===== config.mk =====
export PLATFORM = sky130hd
export DESIGN_NAME = cla_multicycle_adder_ctrl
export DESIGN_NICKNAME = d
export VERILOG_FILES = /design/src/rtl/cla_multicycle_adder_ctrl.sv
export SDC_FILE = /design/constraint.sdc
export NUM_CORES = 1
export LEC_CHECK = 0
export ABC_AREA = 1
export CAP_MARGIN = 20
export CORE_ASPECT_RATIO = 0.7
export CORE_UTILIZATION = 55
export CTS_CLUSTER_DIAMETER = 60
export DETAILED_ROUTE_END_ITERATION = 7
export HOLD_SLACK_MARGIN = 0.03
export PLACE_DENSITY = 0.85
export SYNTH_ARGS = -nofsm -noshare
export SYNTH_HDL_FRONTEND = slang
export SYNTH_SLANG_ARGS = --single-unit

===== constraint.sdc =====
create_clock -name clk -period 3.26 [get_ports clk]
set_clock_uncertainty 0.15 [all_clocks]
set_input_delay 0.652 -clock clk [delete_from_list [all_inputs] [get_ports clk]]
set_output_delay 0.652 -clock clk [all_outputs]
set_load 0.03 [all_outputs]

===== src/rtl/cla_multicycle_adder_ctrl.sv =====
// Multi-cycle WIDTH-bit add/subtract sequencer built on one 4-bit CLA slice.
// The operation runs one nibble per cycle, LSB nibble first. The carry between
// nibbles is held in a register, and valid/ready handshakes sit on both sides.

// 4-bit carry-lookahead slice.
module adder_4bit_cla (
    input  logic [3:0] i_a,
    input  logic [3:0] i_b,
    input  logic       i_cin,
    output logic [3:0] o_sum,
    output logic       o_cout
);
    logic [3:0] w_g;
    logic [3:0] w_p;
    logic [4:0] w_c;

    assign w_g = i_a & i_b;
    assign w_p = i_a ^ i_b;

    assign w_c[0] = i_cin;
    assign w_c[1] = w_g[0] | (w_p[0] & w_c[0]);
    assign w_c[2] = w_g[1] | (w_p[1] & w_g[0]) | (w_p[1] & w_p[0] & w_c[0]);
    assign w_c[3] = w_g[2] | (w_p[2] & w_g[1]) | (w_p[2] & w_p[1] & w_g[0])
                  | (w_p[2] & w_p[1] & w_p[0] & w_c[0]);
    assign w_c[4] = w_g[3] | (w_p[3] & w_g[2]) | (w_p[3] & w_p[2] & w_g[1])
                  | (w_p[3] & w_p[2] & w_p[1] & w_g[0])
                  | (w_p[3] & w_p[2] & w_p[1] & w_p[0] & w_c[0]);

    assign o_sum  = w_p ^ w_c[3:0];
    assign o_cout = w_c[4];
endmodule

// State table:
//   S_IDLE | waiting for an operand; in_ready=1
//   S_RUN  | one nibble per cycle through the slice
//   S_DONE | result held; waiting for out_ready
module cla_multicycle_adder_ctrl #(
    parameter int WIDTH = 16
) (
    input  logic             clk,
    input  logic             rst_n,
    input  logic             in_valid,
    output logic             in_ready,
    input  logic [WIDTH-1:0] a,
    input  logic [WIDTH-1:0] b,
    input  logic             cin,
    input  logic             sub,
    output logic             out_valid,
    input  logic             out_ready,
    output logic [WIDTH-1:0] sum,
    output logic             cout,
    output logic             ovf,
    output logic             busy
);
    localparam int NSLICE = WIDTH / 4;
    localparam int IDXW   = (NSLICE > 1) ? $clog2(NSLICE) : 1;
    localparam logic [IDXW-1:0] LAST_IDX = IDXW'(NSLICE - 1);

    generate
        if ((WIDTH % 4) != 0 || WIDTH < 4) begin : g_bad_width
            $error("cla_multicycle_adder_ctrl: WIDTH must be a multiple of 4 and >= 4");
        end
    endgenerate

    typedef enum logic [1:0] {
        S_IDLE = 2'd0,
        S_RUN  = 2'd1,
        S_DONE = 2'd2
    } state_t;

    state_t           r_state;
    state_t           w_next_state;
    logic [WIDTH-1:0] r_opa;
    logic [WIDTH-1:0] r_opb;
    logic             r_carry;
    logic [IDXW-1:0]  r_idx;
    logic [WIDTH-1:0] r_sum;
    logic             r_cout;
    logic             r_ovf;
    logic             r_out_valid;

    logic             w_accept;
    logic             w_last;
    logic [3:0]       w_a_nib;
    logic [3:0]       w_b_nib;
    logic [3:0]       w_s_sum;
    logic             w_s_cout;

    assign w_accept = in_valid && (r_state == S_IDLE);
    assign w_last   = (r_idx == LAST_IDX);
    assign w_a_nib  = r_opa[{r_idx, 2'b00} +: 4];
    assign w_b_nib  = r_opb[{r_idx, 2'b00} +: 4];

    adder_4bit_cla u_slice (
        .i_a    (w_a_nib),
        .i_b    (w_b_nib),
        .i_cin  (r_carry),
        .o_sum  (w_s_sum),
        .o_cout (w_s_cout)
    );

    // State register.
    always_ff @(posedge clk or negedge rst_n) begin
        if (!rst_n) r_state <= S_IDLE;
        else        r_state <= w_next_state;
    end

    // Next-state decode.
    always_comb begin
        w_next_state = r_state;
        case (r_state)
            S_IDLE:  if (w_accept)  w_next_state = S_RUN;
            S_RUN:   if (w_last)    w_next_state = S_DONE;
            S_DONE:  if (out_ready) w_next_state = S_IDLE;
            default: w_next_state = S_IDLE;
        endcase
    end

    // Operand capture, per-nibble accumulation and result flags.
    always_ff @(posedge clk or negedge rst_n) begin
        if (!rst_n) begin
            r_opa       <= '0;
            r_opb       <= '0;
            r_carry     <= 1'b0;
            r_idx       <= '0;
            r_sum       <= '0;
            r_cout      <= 1'b0;
            r_ovf       <= 1'b0;
            r_out_valid <= 1'b0;
        end else begin
            case (r_state)
                S_IDLE: begin
                    if (w_accept) begin
                        r_opa   <= a;
                        r_opb   <= sub ? ~b : b;
                        r_carry <= sub ? 1'b1 : cin;
                        r_idx   <= '0;
                        r_sum   <= '0;
                    end
                end
                S_RUN: begin
                    r_sum[{r_idx, 2'b00} +: 4] <= w_s_sum;
                    r_carry <= w_s_cout;
                    r_idx   <= r_idx + 1'b1;
                    if (w_last) begin
                        r_cout      <= w_s_cout;
                        r_ovf       <= (r_opa[WIDTH-1] == r_opb[WIDTH-1]) &&
                                       (w_s_sum[3] != r_opa[WIDTH-1]);
                        r_out_valid <= 1'b1;
                    end
                end
                S_DONE: begin
                    if (out_ready) r_out_valid <= 1'b0;
                end
                default: r_out_valid <= 1'b0;
            endcase
        end
    end

    assign in_ready  = (r_state == S_IDLE);
    assign busy      = (r_state != S_IDLE);
    assign out_valid = r_out_valid;
    assign sum       = r_sum;
    assign cout      = r_cout;
    assign ovf       = r_ovf;
endmodule


==> flow_summary_export.csv <==
group,metric,value,unit
timing,worst_pin_slew,0.929,ns
detailed_routing,first_iter_violations,175,
grt,grt_pass1_wl,10700,um
clock_network,cts_buffer_depth,2,
synth,avgSynthCellArea,8.40,um^2
critical_path,cp-start-kind,"flop",
detailed_routing,drt-pass1-iter-count,5,
clock_network,clkLatencyLatePin,0.31,ns
critical_path,timing.rr.start,"r_idx[1]$_DFFE_PN0P_",
timing,tns,0,ns
grt,grt_usage,0.256,
clock_network,root_buffer,"clkbuf_8",
synth,synth_common_cells,"nand2_1, dfrtp_1, o21ai_0",
synth,async_reset_ff_frac,1.00,
critical_path,crit_required,3.36,ns
place,pre_cts_ws,0.791,ns
floorplan,die_area,0.00546,mm^2
grt,grt.overflow.total,0,
cells_and_area,final_area,0.00354,mm^2
detailed_routing,vias_per_cell,5.25,
critical_path,timing.rr.end,"sum[15]$_DFFE_PN0P_",
timing,finalSetupViolCount,0,
floorplan,rows,21,
critical_path,ff2ff_path_depth,13,
run_status,status,"complete, no violations",
clock_network,cts_tree,"yes",
cells_and_area,syn_to_final_growth,24.7,%
synth,synth_top_area_frac,0.494,
timing,fin_crit_sh,0.796,
clock_network,cts_setup_buffers,0,
clock_network,hold_buffers,0,
timing,rsz0062_at_grt,"false",
floorplan,start_util,0.584,
timing,fin_crit,2.59,ns
floorplan,io_pins,59,
detailed_routing,vias,2436,
cells_and_area,nets,442,
timing,hold_viol_final,0,
detailed_routing,drc,0,
cells_and_area,fin_cells,464,
place,gp_congestion,0.895,
timing,slew_headroom,0.379,
power,p_leak,1.70,nW
timing,slew_viol_final,0,
place,postPlaceCellArea,0.00345,mm^2
floorplan,chipWidth,87.9,um
synth,synth_top_area_cell,"dfrtp_1",
synth,synth_edf_count,0,
critical_path,worstPathArrival,2.69,ns
cells_and_area,antenna_cells,0,
critical_path,critical_path_class,"flop to flop",
synth,yosys_warnings,0,
synth,synth.most_common_cell,"nand2_1",
worst_hold_path,min_path_type,"primary input to async pin",
synth,synth_nets,386,
cells_and_area,fin_util,0.728,
synth,synth_area,0.00284,mm^2
grt,grt_max_degree,57,
floorplan,core_area,0.00486,mm^2
clock_network,clock_sinks,56,
detailed_routing,wl_per_cell,13.6,um
power,p_per_area,1100,mW/mm^2
grt,antenna_found_initial,0,
detailed_routing,detail-route-antenna-nets,0,
place,dp_cells,456,
synth,synth_seq_cells,56,
clock_network,htree_levels,2,
grt,grt_pass1_vias,2251,
power,ir_drop,0.469,mV
run,drv_cap,0,
synth,synth_ff_type,"dfrtp_1",
floorplan,die_y,62.1,um
critical_path,crit_path_end_kind,"flop",
clock_network,clkTransAtPathRegs,0.10,ns
timing,fin_ws,0.666,ns
critical_path,worst-path-max-fanout,11,
synth,syn_inst,338,
timing,max_freq,385,MHz
detailed_routing,wl,6310,um
synth,yosysSeqAreaShare,0.494,
synth,netlist_top_cells_area,"dfrtp_1, nand2_1, o21ai_0",
synth,synth.distinct_cells,29,
place,dp_hpwl,4570,um
clock_network,numCtsBuffers,5,
clock_network,cts_resized,0,
place,place.port_buffers,58,
cells_and_area,drive_above_1_share,0.0532,
critical_path,reg2reg_slack,0.67,ns
-- metal layers --
| metal | track usage | vias to the layer above | wire length (um) |
|---|---|---|---|
| met5 | 0 | - | 0 |
| met1 | 0.393 | 1095 | 3020 |
| met2 | 0.371 | 134 | 2610 |
| met3 | 0.0452 | 17 | 569 |
| li1 | - | 1190 | - |
| met4 | 0.0717 | 0 | 114 |
-- worst max-delay path by stage --
stage                                    start                   to  slack, ns  cells past startpoint
after floorplan           r_idx[0]$_DFFE_PN0P_  sum[15]$_DFFE_PN0P_       1.08                     14
after global placement                in_valid   sum[3]$_DFFE_PN0P_       0.85                      8
after detailed placement  r_idx[1]$_DFFE_PN0P_   sum[7]$_DFFE_PN0P_       0.79                     13
after CTS                 r_idx[1]$_DFFE_PN0P_   sum[7]$_DFFE_PN0P_       0.73                     13
after global routing      r_idx[1]$_DFFE_PN0P_  sum[15]$_DFFE_PN0P_       0.42                     13
final                     r_idx[1]$_DFFE_PN0P_  sum[15]$_DFFE_PN0P_       0.67                     13
-- registers in the layout (all words and copies together) (netlist names) --
signal and count:
cout 1, r_carry 1, r_idx 2, r_opa 16, sum 16, out_valid 1
r_opb 16, ovf 1, r_state 2
-- cell families (layout without fill, tap and decap cells) --
logic type | Yosys count | in the layout | share of synthesized area
flops | 56 | 56 | 0.494
xor+xnor | 18 | 18 | 0.0582
compound gates | 60 | 60 | 0.112
fa+ha+maj | 10 | 10 | 0.0467
buf+inv | 37 | 94 | 0.0599
simple gates | 157 | 157 | 0.230
-- placed cells by master, fill, tap and decap left out, drive strengths merged --
cell type / instances
xor2: 1
xnor2: 17
clkinv: 1
nor2: 28
nand4: 4
a21oi: 1
nand2: 117
or2: 1
o21ai: 48
clkbuf: 8
dfrtp: 56
nand3: 6
o31ai: 3
buf: 4
inv: 24
clkdlybuf4s50: 57
o22ai: 8
fa: 1
nand3b: 1
ha: 9
-- power by group --
group / switching, mW / leakage, nW / total (mW) / internal (mW)
Sequential: 0.214 / 0.717 / 1.21 / 1.00
Combinational: 1.48 / 0.933 / 2.29 / 0.813
Clock: 0.212 / 0.0455 / 0.386 / 0.174
Total: 1.90 / 1.70 / 3.89 / 1.99
-- critical path: stages (launching register included) --
cell and delay (ns):
dfrtp_1 0.54, clkinv_1 0.33, o21ai_0 0.17, o22ai_1 0.11, ha_1 0.39, nand2_1 0.09
nor2_1 0.04, nor2_1 0.13, nand2_1 0.09, nand2_2 0.10, nand3_1 0.11, nor2_1 0.15
nand2_1 0.06, nand2_1 0.06
-- layout make-up --
cell class / count / area, um^2
clock buffer: 8 / 90.1
multi-input combinational: 245 / 1270
tap: 69 / 86.3
timing repair buffer: 61 / 598
fill: 363 / 1320
sequential: 56 / 1400
inverter: 25 / 96.3
-- per-stage QoR --
stage,hold slack (ns),total power [mW]
floorplan,0.206,2.78
global placement,0.308,3.36
detailed placement,0.309,3.46
CTS,0.332,3.85
global route,0.353,4.20
finish,0.312,3.89
Note: power is estimated with default switching activity, not from simulation.
